<file path="src/rtl/tap_test_access_ctrl_if.sv">
// Pad-side bundle for the test access controller: serial config chain,
// injection nets, observation bus and capture readout.
// TAP_CFG_PARITY_EN adds the outCfgError signal.
interface tap_test_access_ctrl_if #(
   parameter int N_OBS = 8,
   parameter int OBS_W = 4,
   parameter int N_INJ = 8
);
   logic                   inCfgSerial, inCfgShift, inCfgUpdate, outCfgSerial;
   logic [N_OBS*OBS_W-1:0] inObsBus;
   logic [N_INJ-1:0]       inInjData, outInjEnable, outInjData;
   logic [OBS_W-1:0]       outObsData, outCapData;
   logic                   inCapStart, inCapRead, outCapValid, outCapDone, outBusy;
`ifdef TAP_CFG_PARITY_EN
   logic                   outCfgError;

   modport master (
      output inCfgSerial, inCfgShift, inCfgUpdate, inObsBus, inInjData, inCapStart, inCapRead,
      input  outCfgSerial, outInjEnable, outInjData, outObsData, outCapData, outCapValid,
             outCapDone, outBusy, outCfgError
   );
   modport slave (
      input  inCfgSerial, inCfgShift, inCfgUpdate, inObsBus, inInjData, inCapStart, inCapRead,
      output outCfgSerial, outInjEnable, outInjData, outObsData, outCapData, outCapValid,
             outCapDone, outBusy, outCfgError
   );
`else
   modport master (
      output inCfgSerial, inCfgShift, inCfgUpdate, inObsBus, inInjData, inCapStart, inCapRead,
      input  outCfgSerial, outInjEnable, outInjData, outObsData, outCapData, outCapValid,
             outCapDone, outBusy
   );
   modport slave (
      input  inCfgSerial, inCfgShift, inCfgUpdate, inObsBus, inInjData, inCapStart, inCapRead,
      output outCfgSerial, outInjEnable, outInjData, outObsData, outCapData, outCapValid,
             outCapDone, outBusy
   );
`endif
endinterface

</file>
<file path="src/rtl/tap_test_access_ctrl.sv">
// Test access controller for the MSK transceiver chain: serially loaded
// config, stimulus injection, live bus observation and a triggered capture
// buffer. Optional macro TAP_CFG_PARITY_EN appends an even-parity bit to the
// shift register and rejects updates that fail it (outCfgError pulse).
module tap_test_access_ctrl #(
   parameter int N_OBS     = 8,
   parameter int OBS_W     = 4,
   parameter int N_INJ     = 8,
   parameter int CAP_DEPTH = 16
) (
   input logic                   inClock,
   input logic                   inReset,
   tap_test_access_ctrl_if.slave tap
);
   localparam int SEL_W = $clog2(N_OBS);
   localparam int CFG_W = SEL_W + N_INJ + 2 + OBS_W;
   localparam int AW    = $clog2(CAP_DEPTH);
`ifdef TAP_CFG_PARITY_EN
   localparam int SR_W  = CFG_W + 1;
`else
   localparam int SR_W  = CFG_W;
`endif

   typedef enum logic [1:0] {S_IDLE, S_ARMED, S_CAPTURE, S_DONE} state_t;

   logic [SR_W-1:0]  shreg_q;
   logic [CFG_W-1:0] cfg_q;
   logic             cfg_load, new_mode1;
   logic [SEL_W-1:0] obs_sel;
   logic [N_INJ-1:0] inj_mask, inj_en_q, inj_dat_q;
   logic [1:0]       mode;
   logic [OBS_W-1:0] trig, sel_bus, obs_q, cap_dat_q;
   logic             cap_vld_q;
   state_t           state_q, state_d;
   logic [AW-1:0]    wr_ptr_q, wr_ptr_d, rd_ptr_q, rd_ptr_d;
   logic [AW:0]      cnt_q, cnt_d;
   logic             wr_en, rd_en;
   logic [OBS_W-1:0] mem_q [CAP_DEPTH];

   assign obs_sel   = cfg_q[SEL_W-1:0];
   assign inj_mask  = cfg_q[SEL_W +: N_INJ];
   assign mode      = cfg_q[SEL_W+N_INJ +: 2];
   assign trig      = cfg_q[SEL_W+N_INJ+2 +: OBS_W];
   assign new_mode1 = shreg_q[SEL_W+N_INJ+1];

`ifdef TAP_CFG_PARITY_EN
   logic cfg_err_q;
   // Whole word including the parity bit must XOR to zero to be accepted
   assign cfg_load = tap.inCfgUpdate & ~(^shreg_q);
   // One-cycle error flag for a rejected update
   always_ff @(posedge inClock or posedge inReset)
      if (inReset) cfg_err_q <= 1'b0;
      else         cfg_err_q <= tap.inCfgUpdate & (^shreg_q);
   assign tap.outCfgError = cfg_err_q;
`else
   assign cfg_load = tap.inCfgUpdate;
`endif

   // Serial config chain; update below sees the pre-shift contents
   always_ff @(posedge inClock or posedge inReset)
      if (inReset)              shreg_q <= '0;
      else if (tap.inCfgShift)  shreg_q <= {tap.inCfgSerial, shreg_q[SR_W-1:1]};

   // Active configuration
   always_ff @(posedge inClock or posedge inReset)
      if (inReset)       cfg_q <= '0;
      else if (cfg_load) cfg_q <= shreg_q[CFG_W-1:0];

   // Selected observable bus
   always_comb sel_bus = tap.inObsBus[obs_sel*OBS_W +: OBS_W];

   // Registered injection and observation paths
   always_ff @(posedge inClock or posedge inReset)
      if (inReset) begin
         inj_en_q  <= '0;
         inj_dat_q <= '0;
         obs_q     <= '0;
      end else begin
         inj_en_q  <= (mode != 2'b00) ? inj_mask : '0;
         inj_dat_q <= tap.inInjData & inj_mask;
         obs_q     <= sel_bus;
      end

   // Capture FSM state and pointers
   always_ff @(posedge inClock or posedge inReset)
      if (inReset) begin
         state_q  <= S_IDLE;
         wr_ptr_q <= '0;
         rd_ptr_q <= '0;
         cnt_q    <= '0;
      end else begin
         state_q  <= state_d;
         wr_ptr_q <= wr_ptr_d;
         rd_ptr_q <= rd_ptr_d;
         cnt_q    <= cnt_d;
      end

   // Capture FSM next state; a trigger match writes the matching sample
   always_comb begin
      state_d  = state_q;
      wr_ptr_d = wr_ptr_q;
      rd_ptr_d = rd_ptr_q;
      cnt_d    = cnt_q;
      wr_en    = 1'b0;
      rd_en    = 1'b0;
      case (state_q)
         S_IDLE:    if (tap.inCapStart && mode[1]) state_d = S_ARMED;
         S_ARMED:
            if (!mode[0]) state_d = S_CAPTURE;
            else if (sel_bus == trig) begin
               wr_en   = 1'b1;
               state_d = S_CAPTURE;
            end
         S_CAPTURE: wr_en = 1'b1;
         S_DONE:    rd_en = tap.inCapRead;
         default:   state_d = S_IDLE;
      endcase
      if (wr_en) begin
         wr_ptr_d = wr_ptr_q + 1'b1;
         cnt_d    = cnt_q + 1'b1;
         if (cnt_q == (AW+1)'(CAP_DEPTH-1)) state_d = S_DONE;
      end
      if (rd_en) begin
         rd_ptr_d = rd_ptr_q + 1'b1;
         cnt_d    = cnt_q - 1'b1;
         if (rd_ptr_q == AW'(CAP_DEPTH-1)) state_d = S_IDLE;
      end
      // Leaving capture modes mid-operation abandons the capture
      if (cfg_load && !new_mode1 && state_q != S_IDLE) begin
         state_d  = S_IDLE;
         wr_ptr_d = '0;
         rd_ptr_d = '0;
         cnt_d    = '0;
         wr_en    = 1'b0;
         rd_en    = 1'b0;
      end
   end

   // Capture storage, not reset
   always_ff @(posedge inClock)
      if (wr_en) mem_q[wr_ptr_q] <= sel_bus;

   // Readout register with one-cycle valid pulse
   always_ff @(posedge inClock or posedge inReset)
      if (inReset) begin
         cap_vld_q <= 1'b0;
         cap_dat_q <= '0;
      end else begin
         cap_vld_q <= rd_en;
         if (rd_en) cap_dat_q <= mem_q[rd_ptr_q];
      end

   assign tap.outCfgSerial = shreg_q[0];
   assign tap.outInjEnable = inj_en_q;
   assign tap.outInjData   = inj_dat_q;
   assign tap.outObsData   = obs_q;
   assign tap.outCapData   = cap_dat_q;
   assign tap.outCapValid  = cap_vld_q;
   assign tap.outCapDone   = (state_q == S_DONE);
   assign tap.outBusy      = (state_q == S_ARMED) || (state_q == S_CAPTURE);
endmodule

</file>
<file path="src/flat_wrapper.sv">
// flat-port wrapper written by rule: the top's interface ports become plain ports
module tap_test_access_ctrl_flat 
#(
   parameter int N_OBS     = 8,
   parameter int OBS_W     = 4,
   parameter int N_INJ     = 8,
   parameter int CAP_DEPTH = 16
)
  (inClock, inReset, tap_inCfgSerial, tap_inCfgShift, tap_inCfgUpdate, tap_inObsBus, tap_inInjData, tap_inCapStart, tap_inCapRead, tap_outCfgSerial, tap_outInjEnable, tap_outInjData, tap_outObsData, tap_outCapData, tap_outCapValid, tap_outCapDone, tap_outBusy);
  tap_test_access_ctrl_if #(.N_OBS(N_OBS), .OBS_W(OBS_W), .N_INJ(N_INJ)) tap_i ();
  input logic inClock;
  input logic inReset;
  input wire logic [$bits(tap_i.inCfgSerial)-1:0] tap_inCfgSerial;
  input wire logic [$bits(tap_i.inCfgShift)-1:0] tap_inCfgShift;
  input wire logic [$bits(tap_i.inCfgUpdate)-1:0] tap_inCfgUpdate;
  input wire logic [$bits(tap_i.inObsBus)-1:0] tap_inObsBus;
  input wire logic [$bits(tap_i.inInjData)-1:0] tap_inInjData;
  input wire logic [$bits(tap_i.inCapStart)-1:0] tap_inCapStart;
  input wire logic [$bits(tap_i.inCapRead)-1:0] tap_inCapRead;
  output wire logic [$bits(tap_i.outCfgSerial)-1:0] tap_outCfgSerial;
  output wire logic [$bits(tap_i.outInjEnable)-1:0] tap_outInjEnable;
  output wire logic [$bits(tap_i.outInjData)-1:0] tap_outInjData;
  output wire logic [$bits(tap_i.outObsData)-1:0] tap_outObsData;
  output wire logic [$bits(tap_i.outCapData)-1:0] tap_outCapData;
  output wire logic [$bits(tap_i.outCapValid)-1:0] tap_outCapValid;
  output wire logic [$bits(tap_i.outCapDone)-1:0] tap_outCapDone;
  output wire logic [$bits(tap_i.outBusy)-1:0] tap_outBusy;
  assign tap_i.inCfgSerial = tap_inCfgSerial;
  assign tap_i.inCfgShift = tap_inCfgShift;
  assign tap_i.inCfgUpdate = tap_inCfgUpdate;
  assign tap_i.inObsBus = tap_inObsBus;
  assign tap_i.inInjData = tap_inInjData;
  assign tap_i.inCapStart = tap_inCapStart;
  assign tap_i.inCapRead = tap_inCapRead;
  assign tap_outCfgSerial = tap_i.outCfgSerial;
  assign tap_outInjEnable = tap_i.outInjEnable;
  assign tap_outInjData = tap_i.outInjData;
  assign tap_outObsData = tap_i.outObsData;
  assign tap_outCapData = tap_i.outCapData;
  assign tap_outCapValid = tap_i.outCapValid;
  assign tap_outCapDone = tap_i.outCapDone;
  assign tap_outBusy = tap_i.outBusy;
  tap_test_access_ctrl #(.N_OBS(N_OBS), .OBS_W(OBS_W), .N_INJ(N_INJ), .CAP_DEPTH(CAP_DEPTH)) u_core (.inClock(inClock), .inReset(inReset), .tap(tap_i));
endmodule
</file>
<file path="config.mk">
export PLATFORM = sky130hd
export DESIGN_NAME = tap_test_access_ctrl_flat
export DESIGN_NICKNAME = d
export VERILOG_FILES = /design/src/rtl/tap_test_access_ctrl_if.sv /design/src/rtl/tap_test_access_ctrl.sv /design/src/flat_wrapper.sv
export SDC_FILE = /design/constraint.sdc
export NUM_CORES = 1
export LEC_CHECK = 0
export CAP_MARGIN = 20
export CORE_ASPECT_RATIO = 1.5
export CORE_MARGIN = 3
export CORE_UTILIZATION = 35
export DETAILED_ROUTE_END_ITERATION = 6
export PLACE_DENSITY = 0.59
export SLEW_MARGIN = 20
export SYNTH_ARGS = -nofsm -noshare
export SYNTH_HDL_FRONTEND = slang
export SYNTH_SLANG_ARGS = --single-unit
</file>
<file path="constraint.sdc">
create_clock -name inClock -period 6.1 [get_ports inClock]
set_input_delay 0.61 -clock inClock [delete_from_list [all_inputs] [get_ports inClock]]
set_output_delay 0.61 -clock inClock [all_outputs]
set_load 0.02 [all_outputs]
</file>
Word level (Yosys, flattened, before mapping)
Memories as Yosys holds them, arrays and structs flattened. A register that Yosys moved wholly into a read port is not among the register bits.
Index checks and enable logic that the tools add are counted.
W data, S select, Z words.
{"block": "op_classes", "n_addsub": 4, "eq_ne": 6, "shift": 1, "muxes": 25, "bitwise_logic": 1, "reduce_logical": 11}
{"cell": "$shiftx A32 B6 Y4", "n": 1}
{"cell": "$mux W2", "n": 8}
{"cell": "$mux W4", "n": 4}
{"cell": "$mux W5", "n": 3}
{"cell": "$add A4 B1 Y4 const B", "n": 2}
{"cell": "$and A8 B8 Y8", "n": 1}
{"cell": "$mux W8", "n": 1}
{"cell": "$reduce_bool A2 Y1", "n": 4}
{"cell": "$mux W1", "n": 7}
{"cell": "$add A5 B1 Y5 const B", "n": 1}
{"cell": "$eq A5 B4 Y1 const B", "n": 1}
{"cell": "$sub A5 B1 Y5 const B", "n": 1}
{"cell": "$eq A2 B2 Y1 const B", "n": 2}
{"cell": "$eq A4 B4 Y1", "n": 1}
{"cell": "$eq A4 B4 Y1 const B", "n": 1}
{"cell": "$pmux W2 S2", "n": 1}
{"cell": "$logic_and A1 B1 Y1", "n": 3}
{"cell": "$reduce_bool A3 Y1", "n": 1}
{"cell": "$eq A2 B1 Y1 const B", "n": 1}
{"cell": "$logic_not A2 Y1", "n": 1}
{"cell": "$pmux W1 S2", "n": 1}
{"cell": "$logic_not A1 Y1", "n": 1}
{"cell": "$logic_or A1 B1 Y1", "n": 1}
{"block": "word_totals", "register_bits": 70, "ram_bits": 64, "inputBits": 47, "out_inout_bits": 28, "word_cells": 59, "n_memories": 1}
{"memory": "u_core.mem_q", "depth": 16, "word_bits": 4, "rd": 1, "rd_ports_with_merged_regs": 1, "write_ports": 1, "line_no": "tap_test_access_ctrl.sv:38", "text": "logic [OBS_W-1:0] mem_q [CAP_DEPTH];"}

Depth between registers and ports, before layout
{"block": "depth", "depth_word": 10, "depth_mapped": 10, "mapped_depth_nobuf": 9}

Worst setup path after synthesis
Ideal clock, no wire load.
{"block": "synth_timing", "path_kind": "input to register", "from": "input tap_inObsBus[28]", "to": "memory u_core.mem_q[15][0] (enable)", "setup_time_ns": 0.377, "arrival_time_ns": 2.612, "required_time_ns": 5.723, "setup_slack_ns": 3.111, "cell_stages": 7, "path_buffers": 1, "cell_sequence": "mux2i_1 -> mux4_2 -> xor2_1 -> o21ai_2 -> o41a_4 -> buf_2 -> nor4_1"}
{"block": "synth_between", "elab_chain_cells": 8}
{"element": "from (decl)", "line_no": "flat_wrapper.sv:16", "text": "input wire logic [$bits(tap_i.inObsBus)-1:0] tap_inObsBus;"}
{"element": "$shiftx A32 B6 Y4", "line_no": "tap_test_access_ctrl.sv:70", "text": "always_comb sel_bus = tap.inObsBus[obs_sel*OBS_W +: OBS_W];"}
{"element": "$eq A4 B4 Y1", "line_no": "tap_test_access_ctrl.sv:110", "text": "else if (sel_bus == trig) begin"}
{"element": "$mux W1", "line_no": "tap_test_access_ctrl.sv:110"}
{"element": "$mux W1", "line_no": "tap_test_access_ctrl.sv:109", "text": "if (!mode[0]) state_d = S_CAPTURE;"}
{"element": "$pmux W1 S2", "line_no": "tap_test_access_ctrl.sv:106", "text": "case (state_q)"}
{"element": "$mux W1", "line_no": "tap_test_access_ctrl.sv:129", "text": "if (cfg_load && !new_mode1 && state_q != S_IDLE) begin"}
{"element": "$mux W1", "line_no": "tap_test_access_ctrl.sv:141", "text": "if (wr_en) mem_q[wr_ptr_q] <= sel_bus;"}
{"element": "$mux W1 (not written as such)", "line_no": "tap_test_access_ctrl.sv:141"}
{"element": "to (decl)", "line_no": "tap_test_access_ctrl.sv:38"}
Every way passes these cells.

Worst setup path after layout
{"block": "layout_timing", "from": "register u_core.cfg_q[0]", "to": "memory u_core.mem_q[0][0] (enable)"}
{"block": "layout_between", "elab_chain_cells": 8}
{"element": "from (decl)", "line_no": "tap_test_access_ctrl.sv:27", "text": "logic [CFG_W-1:0] cfg_q;"}
{"element": "from (signal assigned)", "line_no": "tap_test_access_ctrl.sv:67", "text": "else if (cfg_load) cfg_q <= shreg_q[CFG_W-1:0];"}
{"element": "$shiftx A32 B6 Y4", "line_no": "tap_test_access_ctrl.sv:70"}
{"element": "$eq A4 B4 Y1", "line_no": "tap_test_access_ctrl.sv:110"}
{"element": "$mux W1", "line_no": "tap_test_access_ctrl.sv:110"}
{"element": "$mux W1", "line_no": "tap_test_access_ctrl.sv:109"}
{"element": "$pmux W1 S2", "line_no": "tap_test_access_ctrl.sv:106"}
{"element": "$mux W1", "line_no": "tap_test_access_ctrl.sv:129"}
{"element": "$mux W1", "line_no": "tap_test_access_ctrl.sv:141"}
{"element": "$mux W1 (not written as such)", "line_no": "tap_test_access_ctrl.sv:141"}
Every way passes these cells.

==> impl_results.md <==
* Status: finished, final reports clean
* Peak per-stage delay on the critical path at between 0.8 and 0.9 ns
* Ys Warns at 0
* Core Area at 16,400 sq um
* Buf/Inv on CP at 0
* Count leader, synth: dfrtp_1
* Fill count at roughly 1,500
* WHS Endpoint: u_core.tap.outInjData[7]$_DFF_PP0_
* Maximum vdd drop at approximately 0.35 mV
* Register-to-register setup slack at approximately 2.6 ns
* Die W at between 100 and 150 um
* Most common flop cell mapped by yosys: dfrtp_1
* Launching element type of the critical path: flop
* Most instantiated cells after synthesis: 74 x dfrtp_1, 64 x edfxtp_1, 38 x mux2_2, 26 x and2_1, 21 x mux4_2
* Top delay family on crit path: flip-flops
* Mapped Cells at between 300 and 400
* Reg2Reg Depth at 7
* PD cells at between 400 and 500 nW/um^2
* Vias/cell at ~5.0
* Input/output buffers at 74
* Post_cts resized at 0
* Chip height at between 150 and 200 um
* Top-area cell type share of the netlist area at 0.3252
* Setup TNS at 0 ns
* First-pass GRT wire length at approximately 20 mm
* Layout Nets at 516
* Worst-case clock buffer depth at 2
* Post-Syn Nets at roughly 440
* Num ports at between 70 and 80
* Routed WL at between 10 and 15 mm
* Routed Antenna Nets at 0
* Critical path fanouts, max at 17
* Hold Crit Class: flop to flop
* Number of enable flip-flop cells after synthesis at 64
* HPWL after detailed placement at 8.944 mm
* Core Rows at 57
* Die ar. at around 19,000 sq um
* Initial antenna violation count at 0
* CP Cell Sequence: mux2i_1 > mux4_2 > xor2_1 > o21ai_2 > o41a_4 > nor4_1 > and2_1
* TritonCTS Buffers at 17
* Hold path cells at 1
* RSZ-0062 raised after global routing: no
* Fmax at between 200 and 300 MHz
* Seq/Total Area, Yosys at 0.6386
* RR Endpoint: u_core.mem_q[0][0]$_DFFE_PP_
* CTS Sinks at roughly 140
* DR WL/cell at 18.23 um
* Hold path start: u_core.cfg_q[10]$_DFFE_PP0P_
* Worst setup margin at ~2.6 ns
* Worst-Skew Late Latency at between 0.4 and 0.5 ns
* Kind of critical path: flop to flop
* Final worst clock skew at around 0.012 ns
* CTS tree: yes
* Slew of the pin with the lowest slew margin at ~1.0 ns
* Endpoints failing hold at 0
* Starting Density at 0.3603
* Ant diodes at 0
* Crit end category: flop
* Tcrit/Tclk final at 0.5797
* WP data required at between 6 and 7 ns
* Final Util at 0.4543
* Count of endpoints failing setup in the final report at 0
* Synth area leader: edfxtp_1
* Setup bufs post-CTS at 0
* Ys async rst share at 0.5362
* Clk pin slew, worst setup/hold paths at 0.06 ns
* Slowest stage cell, crit path: dfrtp_1
* Via count at 3,363
* RePlAce Congestion at approximately 0.73
* Synth area leaders: edfxtp_1 33%, dfrtp_1 31%, mux4_2 8.0%
* Synthesized area at slightly below 6000 sq um
* Overall routing resource usage at 0.1406
* Leak at 2.855 nW
* Netlist cell types at 40
* H-tree depth at 4
* Drt initial violations at 110
* Critical R2R Launch: u_core.cfg_q[0]$_DFFE_PP0P_
* Number of synthesized register bits at around 140
* Iteration count of the initial detailed-routing pass at 4
* Vias in the first global route at 3,733
* CTS root buf: clkbuf_16
* Fin. max-slew vios at 0
* Grt ovf at 0
* Overall power at about 3.5 mW
* Place WS at 2.488 ns
* DRC viols at 0
* Largest net degree at the start of global routing at 75
* Share of layout cells above drive strength 1 at 0.2068
* Max-cap violations at 0
* Syn_area_per_cell at 15.67 sq um
* Hold-fix buffers, CTS at 0
* Slew HR at 0.3084
* Arr. time, crit path at between 3 and 4 ns
* Final min period at roughly 3.5 ns
* Area Overhead vs Synth at 26.11%
-- state kept, by name, indices dropped and copies added (netlist names), 5 cells and up --
| register | cells |
|---|---|
| u_core.cfg_q | 17 |
| u_core.cnt_q | 5 |
| u_core.mem_q | 64 |
| u_core.shreg_q | 17 |
| u_core.tap.outInjData | 8 |
| u_core.tap.outInjEnable | 8 |
-- cell usage in the layout (no fill, tap or decap), types with 4 or more instances in the layout --
master,synthesis,routed
xor2_1,4,4
a21oi_1,14,14
nor3_1,4,4
or3_1,4,4
o21ai_0,5,5
dfrtp_1,74,73
and2_1,26,26
mux2i_1,17,17
nor2_1,9,9
ha_1,12,12
inv_1,10,9
clkbuf_16,0,17
xnor2_1,5,5
mux4_2,21,21
bufinv_16,0,4
edfxtp_1,64,64
nor2b_1,10,10
nand2_1,14,14
a22oi_1,5,5
mux2_2,38,38
clkdlybuf4s50_1,0,74
nand3_1,6,6
-- kinds of logic after synthesis --
family,after synthesis,share of synthesized area
adder cells (fa/ha/maj),13,0.02879
multiplexers,76,0.1812
flip-flops,138,0.6386
buffers and inverters,25,0.02033
AO/OA/AOI/OAI,34,0.03917
XOR/XNOR,9,0.01334
AND/OR/NAND/NOR,82,0.07855
-- where the power goes --
group | total [mW] | switching (mW) | internal (mW)
sequential | 1.47 | 0.189 | 1.28
clock | 1.06 | 0.369 | 0.694
combinational | 1.01 | 0.524 | 0.483
-- through the flow --
stage / instances / area, sq um / hold slack (ns)
5_1_grt: 675 / 7452 / 0.5265
3_5_place_dp: 643 / 6833 / 0.4881
4_1_cts: 675 / 7451 / 0.5061
3_3_place_gp: 643 / 6833 / 0.4899
2_1_floorplan: 377 / 5909 / 0.4641
6_report: 675 / 7452 / 0.5017
-- layout make-up --
type	count	area [sq um]	share of cell area
clock buffer	20	446.7	0.05994
clock inverter	12	171.4	0.02300
inverter	10	37.54	0.005037
multi-input combinational	214	2016	0.2705
sequential	138	3775	0.5065
tap	206	257.7	0.03459
timing repair buffer	75	748.2	0.1004
-- layer usage --
metal	share of wire	global-route usage	vias up	wire length [um]
li1	-	-	1562	-
met2	0.58	0.2708	73	7117
met5	0	0	-	0
met1	0.36	0.1454	1709	4438
met3	0.036	0.03390	19	445
met4	0.025	0.05467	0	306
-- how the worst max path moves through the flow --
stage,end,cells past startpoint,startpoint,slack [ns]
after detailed placement,u_core.mem_q[9][3]$_DFFE_PP_,8,tap_inObsBus[20],2.49
after CTS,u_core.mem_q[9][2]$_DFFE_PP_,7,u_core.cfg_q[0]$_DFFE_PP0P_,2.55
after global routing,u_core.mem_q[15][1]$_DFFE_PP_,6,u_core.cfg_q[0]$_DFFE_PP0P_,2.30
final,u_core.mem_q[0][0]$_DFFE_PP_,7,u_core.cfg_q[0]$_DFFE_PP0P_,2.56
after floorplan,u_core.mem_q[15][0]$_DFFE_PP_,7,tap_inObsBus[28],3.11
after global placement,u_core.mem_q[0][1]$_DFFE_PP_,8,tap_inObsBus[28],2.49
-- worst reg2reg max path, stage by stage (launching register included) --
cell,delay (ns)
dfrtp_1,0.88
mux2i_1,0.16
mux4_2,0.54
xor2_1,0.19
o21ai_2,0.10
o41a_4,0.61
nor4_1,0.45
and2_1,0.31
Note: power is estimated with default switching activity, not from simulation.
